$ cat src/rtl/vector_reduce_accum_unit_if.sv
// Streaming vector bus for vector_reduce_accum_unit: input vector, config load and result vector.
interface vector_reduce_accum_unit_if #(
   parameter int unsigned N          = 8,
   parameter int unsigned DATA_WIDTH = 32
);
   logic                             valid_in;
   logic                             eof_in;
   logic                             chainId_in;
   logic [N-1:0][DATA_WIDTH-1:0]     vector_in;
   logic                             cfg_valid;
   logic [1:0]                       cfg_mode;
   logic                             valid_out;
   logic                             eof_out;
   logic [N-1:0][DATA_WIDTH-1:0]     vector_out;

   modport master (
      output valid_in, eof_in, chainId_in, vector_in, cfg_valid, cfg_mode,
      input  valid_out, eof_out, vector_out
   );

   modport slave (
      input  valid_in, eof_in, chainId_in, vector_in, cfg_valid, cfg_mode,
      output valid_out, eof_out, vector_out
   );
endinterface

$ cat src/rtl/vector_reduce_accum_unit.sv
// Two-stage vector reducer: pass-through, sum-all, group-sum, or dual-bank per-lane
// frame accumulation; all arithmetic wraps modulo 2^DATA_WIDTH.
module vector_reduce_accum_unit #(
   parameter int unsigned N          = 8,
   parameter int unsigned M          = 4,
   parameter int unsigned DATA_WIDTH = 32
) (
   input  logic                          clk,
   input  logic                          reset_n,
   vector_reduce_accum_unit_if.slave     bus
);
   localparam int unsigned G  = N / M;
   localparam int unsigned IW = (N > 1) ? $clog2(N) : 1;
   localparam int unsigned MW = (M > 1) ? $clog2(M) : 1;

   typedef logic [N-1:0][DATA_WIDTH-1:0] vec_t;
   typedef logic [M-1:0][DATA_WIDTH-1:0] grp_t;

   typedef enum logic [1:0] {
      MODE_PASS  = 2'd0,
      MODE_SUM   = 2'd1,
      MODE_GROUP = 2'd2,
      MODE_ACCUM = 2'd3
   } mode_e;

   mode_e  mode_q, mode_d;
   vec_t   bank_q [2];
   vec_t   bank_d [2];

   logic   s1_valid_q, s1_valid_d;
   logic   s1_eof_q,   s1_eof_d;
   mode_e  s1_mode_q,  s1_mode_d;
   vec_t   s1_data_q,  s1_data_d;
   grp_t   s1_grp_q,   s1_grp_d;

   logic   out_valid_q, out_valid_d;
   logic   out_eof_q,   out_eof_d;
   vec_t   out_vec_q,   out_vec_d;

   grp_t   grp_sum_c;
   vec_t   acc_sum_c;

   // Group partial sums of the incoming vector; sum-all later folds these together.
   always_comb begin : group_sums
      grp_sum_c = '0;
      for (int unsigned g = 0; g < M; g++) begin
         for (int unsigned k = 0; k < G; k++) begin
            grp_sum_c[MW'(g)] = grp_sum_c[MW'(g)] + bus.vector_in[IW'(g * G + k)];
         end
      end
   end

   // Lane-wise running total of the selected bank including the current vector.
   always_comb begin : bank_sums
      acc_sum_c = '0;
      for (int unsigned l = 0; l < N; l++) begin
         acc_sum_c[IW'(l)] = bank_q[bus.chainId_in][IW'(l)] + bus.vector_in[IW'(l)];
      end
   end

   // Stage 1 capture, bank update and mode load; config load always wipes both banks.
   always_comb begin : stage1_next
      mode_d     = mode_q;
      bank_d[0]  = bank_q[0];
      bank_d[1]  = bank_q[1];
      s1_valid_d = 1'b0;
      s1_eof_d   = 1'b0;
      s1_mode_d  = s1_mode_q;
      s1_data_d  = s1_data_q;
      s1_grp_d   = s1_grp_q;

      if (bus.valid_in) begin
         s1_mode_d = mode_q;
         s1_eof_d  = bus.eof_in;
         s1_grp_d  = grp_sum_c;
         if (mode_q == MODE_ACCUM) begin
            s1_valid_d = bus.eof_in;
            s1_data_d  = acc_sum_c;
            bank_d[bus.chainId_in] = bus.eof_in ? '0 : acc_sum_c;
         end else begin
            s1_valid_d = 1'b1;
            s1_data_d  = bus.vector_in;
         end
      end

      if (bus.cfg_valid) begin
         mode_d    = mode_e'(bus.cfg_mode);
         bank_d[0] = '0;
         bank_d[1] = '0;
      end
   end

   // Stage 2 result formation under the mode the vector was accepted with; hold when idle.
   always_comb begin : stage2_next
      out_valid_d = s1_valid_q;
      out_eof_d   = s1_valid_q & s1_eof_q;
      out_vec_d   = out_vec_q;

      if (s1_valid_q) begin
         unique case (s1_mode_q)
            MODE_SUM: begin
               out_vec_d = '0;
               for (int unsigned g = 0; g < M; g++) begin
                  out_vec_d[0] = out_vec_d[0] + s1_grp_q[MW'(g)];
               end
            end
            MODE_GROUP: begin
               out_vec_d = '0;
               for (int unsigned g = 0; g < M; g++) begin
                  out_vec_d[IW'(g)] = s1_grp_q[MW'(g)];
               end
            end
            default: out_vec_d = s1_data_q;
         endcase
      end
   end

   always_ff @(posedge clk or negedge reset_n) begin : state_regs
      if (!reset_n) begin
         mode_q      <= MODE_SUM;
         bank_q[0]   <= '0;
         bank_q[1]   <= '0;
         s1_valid_q  <= 1'b0;
         s1_eof_q    <= 1'b0;
         s1_mode_q   <= MODE_SUM;
         s1_data_q   <= '0;
         s1_grp_q    <= '0;
         out_valid_q <= 1'b0;
         out_eof_q   <= 1'b0;
         out_vec_q   <= '0;
      end else begin
         mode_q      <= mode_d;
         bank_q[0]   <= bank_d[0];
         bank_q[1]   <= bank_d[1];
         s1_valid_q  <= s1_valid_d;
         s1_eof_q    <= s1_eof_d;
         s1_mode_q   <= s1_mode_d;
         s1_data_q   <= s1_data_d;
         s1_grp_q    <= s1_grp_d;
         out_valid_q <= out_valid_d;
         out_eof_q   <= out_eof_d;
         out_vec_q   <= out_vec_d;
      end
   end

   assign bus.valid_out  = out_valid_q;
   assign bus.eof_out    = out_eof_q;
   assign bus.vector_out = out_vec_q;

endmodule

$ cat src/flat_wrapper.sv
// flat-port wrapper written by rule: the top's interface ports become plain ports
module vector_reduce_accum_unit_flat 
#(
   parameter int unsigned N          = 8,
   parameter int unsigned M          = 4,
   parameter int unsigned DATA_WIDTH = 32
)
  (clk, reset_n, bus_valid_in, bus_eof_in, bus_chainId_in, bus_vector_in, bus_cfg_valid, bus_cfg_mode, bus_valid_out, bus_eof_out, bus_vector_out);
  vector_reduce_accum_unit_if #(.N(N), .DATA_WIDTH(DATA_WIDTH)) bus_i ();
  input  logic clk;
  input  logic reset_n;
  input wire logic [$bits(bus_i.valid_in)-1:0] bus_valid_in;
  input wire logic [$bits(bus_i.eof_in)-1:0] bus_eof_in;
  input wire logic [$bits(bus_i.chainId_in)-1:0] bus_chainId_in;
  input wire logic [$bits(bus_i.vector_in)-1:0] bus_vector_in;
  input wire logic [$bits(bus_i.cfg_valid)-1:0] bus_cfg_valid;
  input wire logic [$bits(bus_i.cfg_mode)-1:0] bus_cfg_mode;
  output wire logic [$bits(bus_i.valid_out)-1:0] bus_valid_out;
  output wire logic [$bits(bus_i.eof_out)-1:0] bus_eof_out;
  output wire logic [$bits(bus_i.vector_out)-1:0] bus_vector_out;
  assign bus_i.valid_in = bus_valid_in;
  assign bus_i.eof_in = bus_eof_in;
  assign bus_i.chainId_in = bus_chainId_in;
  assign bus_i.vector_in = bus_vector_in;
  assign bus_i.cfg_valid = bus_cfg_valid;
  assign bus_i.cfg_mode = bus_cfg_mode;
  assign bus_valid_out = bus_i.valid_out;
  assign bus_eof_out = bus_i.eof_out;
  assign bus_vector_out = bus_i.vector_out;
  vector_reduce_accum_unit #(.N(N), .M(M), .DATA_WIDTH(DATA_WIDTH)) u_core (.clk(clk), .reset_n(reset_n), .bus(bus_i));
endmodule
$ cat config.mk
export PLATFORM = sky130hd
export DESIGN_NAME = vector_reduce_accum_unit_flat
export DESIGN_NICKNAME = d
export VERILOG_FILES = /design/src/rtl/vector_reduce_accum_unit_if.sv /design/src/rtl/vector_reduce_accum_unit.sv /design/src/flat_wrapper.sv
export SDC_FILE = /design/constraint.sdc
export NUM_CORES = 2
export LEC_CHECK = 0
export BUFFER_PORTS_ARGS = -buffer_cell sky130_fd_sc_hd__buf_2
export CAP_MARGIN = 25
export CORE_MARGIN = 2
export CORE_UTILIZATION = 30
export DETAILED_ROUTE_END_ITERATION = 7
export PLACE_DENSITY = 0.44
export SKIP_CTS_REPAIR_TIMING = 1
export SYNTH_ARGS = -nofsm -noshare
export SYNTH_HDL_FRONTEND = slang
export SYNTH_SLANG_ARGS = --single-unit
export TNS_END_PERCENT = 10
$ cat constraint.sdc
create_clock -name clk -period 6.2 [get_ports clk]
set_input_delay 0.31 -clock clk [delete_from_list [all_inputs] [get_ports clk]]
set_output_delay 0.31 -clock clk [all_outputs]
set_load 0.1 [all_outputs]
==> run_summary.xml <==
<?xml version="1.0" encoding="UTF-8"?>
<metrics>
  <group name="drt">
    <metric name="drt_first_pass_iters" unit="">6</metric>
    <metric name="drc" unit="">0</metric>
    <metric name="drt-total-wl" unit="µm">289000</metric>
    <metric name="met2_wirelength_from_detailed_routing" unit="µm">127000</metric>
    <metric name="vias" unit="">60400</metric>
    <metric name="topRoutingLayerUsed" unit="">met5</metric>
    <metric name="ant_nets" unit="">0</metric>
    <metric name="drtIter0Drc" unit="">5135</metric>
    <metric name="total_length_of_routed_met3_wires" unit="µm">15700</metric>
    <metric name="post_drt_via_cell_ratio" unit="">5.41</metric>
    <metric name="wl_met1" unit="µm">135000</metric>
    <metric name="wire_per_inst" unit="µm">25.9</metric>
  </group>
  <group name="setup_path">
    <metric name="cpPeakStageDelay" unit="ns">0.69</metric>
    <metric name="worst_r2r_start" unit="">u_core.s1_grp_q[1]$_DFFE_PN0P_</metric>
    <metric name="crit_chain" unit="">inv_1 -&gt; fa_1 -&gt; fa_1 -&gt; inv_1 -&gt; ha_1 -&gt; inv_1 -&gt; fa_1 -&gt; nor2b_1 -&gt; o31a_1 -&gt; o21ai_1 -&gt; o31a_1 -&gt; o21ai_0 -&gt; nand3_1 -&gt; nand2_1 -&gt; xnor2_1 -&gt; a221oi_1 -&gt; nor2_1</metric>
    <metric name="timing.reg2reg.worst_path_depth" unit="">17</metric>
    <metric name="cp_delay_by_family_top" unit="">compound AO/OA/AOI/OAI gates</metric>
    <metric name="setup.worst_path.end_class" unit="">flop</metric>
    <metric name="worst_r2r_endpoint" unit="">u_core.bus.vector_out[19]$_DFFE_PN0P_</metric>
    <metric name="crit_arrival" unit="ns">5.29</metric>
    <metric name="critPathRequiredTime" unit="ns">6.85</metric>
    <metric name="r2r_slack" unit="ns">1.57</metric>
    <metric name="timing_worst_setup_path_type" unit="">flop to flop</metric>
    <metric name="worstSetupStartpointType" unit="">flop</metric>
    <metric name="slowest_stage" unit="">sky130_fd_sc_hd__a221oi_1</metric>
    <metric name="critical_path.max_fanout" unit="">4</metric>
    <metric name="worst-path-buf-inv" unit="">3</metric>
  </group>
  <group name="clocking">
    <metric name="cts-root-to-sink-buffers" unit="">3</metric>
    <metric name="clock_tree_from_tritoncts" unit="">yes</metric>
    <metric name="root_buffer" unit="">sky130_fd_sc_hd__clkbuf_16</metric>
    <metric name="insertion_delay" unit="ns">0.82</metric>
    <metric name="clkSinkCount" unit="">1160</metric>
    <metric name="cts_htree_levels" unit="">4</metric>
    <metric name="clkTransAtPathRegs" unit="ns">0.06</metric>
    <metric name="cts_inserted_buffers" unit="">143</metric>
  </group>
  <group name="layout">
    <metric name="area.growth.synth_to_final" unit="%">18.3</metric>
    <metric name="nets" unit="">8738</metric>
    <metric name="fraction_of_layout_instances_using_a_drive_strength_above_1" unit="%">14.0</metric>
    <metric name="utilization" unit="%">35.6</metric>
  </group>
  <group name="power_and_ir_drop">
    <metric name="power_report.internal_total" unit="mW">16.5</metric>
    <metric name="pwr_density_cell" unit="nW/µm²">356</metric>
    <metric name="comb_power_share" unit="%">40.2</metric>
    <metric name="netSwitchingPower" unit="mW">13.0</metric>
    <metric name="worst_ir_drop_vdd" unit="V">0.000327</metric>
    <metric name="seqPwrFrac" unit="%">31.1</metric>
    <metric name="netSwitchingFraction" unit="%">44.1</metric>
    <metric name="leakage" unit="nW">39.4</metric>
    <metric name="clock_power_share" unit="%">28.7</metric>
  </group>
  <group name="yosys">
    <metric name="unique_cell_type_count_in_the_yosys_netlist" unit="">79</metric>
    <metric name="ys_seq_area_share" unit="%">41.5</metric>
    <metric name="postSynthAreaPerCell" unit="µm²">9.39</metric>
    <metric name="count_of_flip_flops_with_a_built_in_enable_after_synthesis" unit="">0</metric>
    <metric name="synth_seq_cells" unit="">1160</metric>
    <metric name="syn-num-nets" unit="">8185</metric>
    <metric name="yosys_warnings" unit="">0</metric>
    <metric name="post_synth_inst_count" unit="">7442</metric>
    <metric name="synth_async_sr_flop_share" unit="%">100</metric>
    <metric name="post_synth_instance_area" unit="µm²">69900</metric>
    <metric name="synth_flop_cell" unit="">sky130_fd_sc_hd__dfrtp_1</metric>
  </group>
  <group name="grt">
    <metric name="grt_start_max_net_pins" unit="">165</metric>
    <metric name="overflow" unit="">0</metric>
    <metric name="grt_pass1_vias" unit="">58100</metric>
    <metric name="groute.usage.overall" unit="%">23.7</metric>
    <metric name="grt_pass1_wl" unit="µm">416000</metric>
    <metric name="antenna_found_initial" unit="">36</metric>
  </group>
  <group name="floorplan">
    <metric name="std_cell_rows" unit="">177</metric>
    <metric name="initial_cell_density_of_the_core" unit="%">30.1</metric>
    <metric name="chipWidth" unit="µm">487</metric>
    <metric name="dieArea" unit="µm²">237000</metric>
    <metric name="io-pin-count" unit="">522</metric>
    <metric name="core" unit="µm²">232000</metric>
    <metric name="die_h" unit="µm">487</metric>
  </group>
  <group name="sta">
    <metric name="timing_worst_slew_pin_value" unit="ns">1.26</metric>
    <metric name="report.final.hold_viol_count" unit="">1</metric>
    <metric name="fin_hold_ws" unit="ns">-0.00427</metric>
    <metric name="setup-violations-final" unit="">0</metric>
    <metric name="rsz0062_at_grt" unit="">no</metric>
    <metric name="slew_headroom" unit="%">15.9</metric>
    <metric name="setup_tns" unit="ns">0</metric>
    <metric name="final.setup_skew" unit="ns">0.0345</metric>
    <metric name="timing_max_transition_violations_final" unit="">0</metric>
    <metric name="max_clock_freq" unit="MHz">216</metric>
    <metric name="finalCriticalPeriod" unit="ns">4.63</metric>
    <metric name="layout_worst_path_cycle_share" unit="%">74.8</metric>
  </group>
  <group name="status">
    <metric name="status" unit="">finished, violations left</metric>
    <metric name="violations" unit="">negative hold slack</metric>
  </group>
  <group name="placed_design">
    <metric name="port_buffers" unit="">521</metric>
    <metric name="gp_congestion" unit="">0.920</metric>
    <metric name="hpwlAfterDp" unit="µm">209000</metric>
  </group>
  <group name="min_path">
    <metric name="worst_hold_startpoint" unit="">bus_vector_in[148]</metric>
    <metric name="hold_path_class" unit="">input pin to flop</metric>
    <metric name="hold-path-cell-count" unit="">4</metric>
    <metric name="min_delay_worst_endpoint" unit="">u_core.s1_data_q[148]$_DFFE_PN0P_</metric>
  </group>
  <group name="run">
    <metric name="reported_max_cap_violation_count" unit="">0</metric>
  </group>
</metrics>
==> through the flow <==
stage               std cells  cell area [µm²]  total power [mW]  hold WS (ns)  setup WS, ns
floorplan                7442            69900              17.2        0.0144          1.40
global placement        10600            75500              20.9         0.421          1.45
detailed placement      10600            75500              20.9         0.397          1.35
CTS                     10900            80100              29.5        -0.512          1.58
global route            11100            82700              30.9     -0.000309          1.30
finish                  11200            82700              29.4      -0.00427          1.57
==> Yosys cell counts (all sizes together), types with 41 or more instances <==
cell    instances  area share [%]
xnor2         233             2.9
o21a           70            0.75
xor2          134             1.7
inv           409             2.2
a21oi         694             5.0
mux2i          74             1.1
fa             74             2.1
nor3           42            0.30
a211oi         63            0.68
and3          143             1.3
nand3         201             1.4
o21ai         516             3.7
nand4          41            0.37
o21bai         58            0.62
nand2         688             3.7
nor2          502             2.7
dfrtp        1158              41
a21o          193             2.1
mux2          288             4.6
nand2b         46            0.41
a31oi         174             1.6
clkbuf        408             2.2
ha            405             7.3
a22o          448             5.6
==> cell type report <==
type | instances | area [µm²]
timing repair buffer | 841 | 5950
fill | 23600 | 149000
inverter | 409 | 1540
clock inverter | 42 | 478
sequential | 1160 | 29000
tap | 3043 | 3810
antenna | 9 | 22.5
clock buffer | 207 | 4090
multi-input combinational | 5440 | 37700
==> power by group through the flow <==
| stage | clock network [mW] | registers (mW) | logic (mW) |
|---|---|---|---|
| global route | 8.94 | 9.23 | 12.7 |
| global placement | 0 | 9.27 | 11.7 |
| detailed placement | 0 | 9.27 | 11.7 |
| floorplan | 0 | 12.0 | 5.24 |
| finish | 8.44 | 9.15 | 11.8 |
| CTS | 8.65 | 9.15 | 11.7 |
==> per-layer routing <==
layer / track usage [%] / vias to the layer above
met2: 35.9 / 1803
met4: 8.63 / 36
met1: 33.9 / 30300
met5: 0 / -
met3: 3.83 / 416
li1: - / 27800
==> cells in the final DEF (no fill, tap or decap), types with 134 or more instances in the layout <==
master and instances:
sky130_fd_sc_hd__dfrtp_1 1157, sky130_fd_sc_hd__a21oi_1 693, sky130_fd_sc_hd__nand2_1 686, sky130_fd_sc_hd__buf_2 518, sky130_fd_sc_hd__nor2_1 500, sky130_fd_sc_hd__o21ai_0 466
sky130_fd_sc_hd__a22o_1 448, sky130_fd_sc_hd__inv_1 407, sky130_fd_sc_hd__ha_1 404, sky130_fd_sc_hd__mux2_2 288, sky130_fd_sc_hd__dlygate4sd3_1 253, sky130_fd_sc_hd__xnor2_1 233
sky130_fd_sc_hd__nand3_1 201, sky130_fd_sc_hd__a21o_1 193, sky130_fd_sc_hd__a31oi_1 173, sky130_fd_sc_hd__clkbuf_16 145, sky130_fd_sc_hd__and3_1 143, sky130_fd_sc_hd__xor2_1 134
==> cell families after synthesis <==
kind of cell	count (synthesis)	share of synthesized area (%)
and+or+nand+nor	1773	11.2
xor gates and xnor gates	367	4.60
muxes	362	5.70
AOI/OAI and AO/OA	2459	23.0
buffers and inverters	842	4.52
adders and majority gates	479	9.37
DFF	1160	41.5
==> worst max path at each step <==
stage / cells after the start / end / startpoint
after detailed placement: 15 / u_core.s1_data_q[190]$_DFFE_PN0P_ / bus_chainId_in
after CTS: 17 / u_core.bus.vector_out[19]$_DFFE_PN0P_ / u_core.s1_grp_q[1]$_DFFE_PN0P_
after floorplan: 17 / u_core.s1_data_q[254]$_DFFE_PN0P_ / bus_chainId_in
final: 17 / u_core.bus.vector_out[19]$_DFFE_PN0P_ / u_core.s1_grp_q[1]$_DFFE_PN0P_
after global placement: 15 / u_core.s1_data_q[188]$_DFFE_PN0P_ / bus_chainId_in
after global routing: 16 / u_core.s1_data_q[188]$_DFFE_PN0P_ / bus_chainId_in
==> state kept, by name, summed over array words and instances, names as in the netlist <==
register	cells
u_core.s1_data_q	256
u_core.bus.eof_out	1
u_core.bus.vector_out	256
u_core.mode_q	2
u_core.out_valid_d	1
u_core.bank_q	512
u_core.s1_mode_q	2
u_core.s1_eof_q	1
u_core.bus.valid_out	1
u_core.s1_grp_q	128
==> tightest hold or removal path, delay by kind of cell <==
family / cells / cell delay [ns]
muxes: 1 / 0.14
and+or+nand+nor: 1 / 0.07
buffers and inverters: 1 / 0.18
AOI/OAI and AO/OA: 1 / 0.07
No activity file was read; power rests on OpenSTA's default activity.
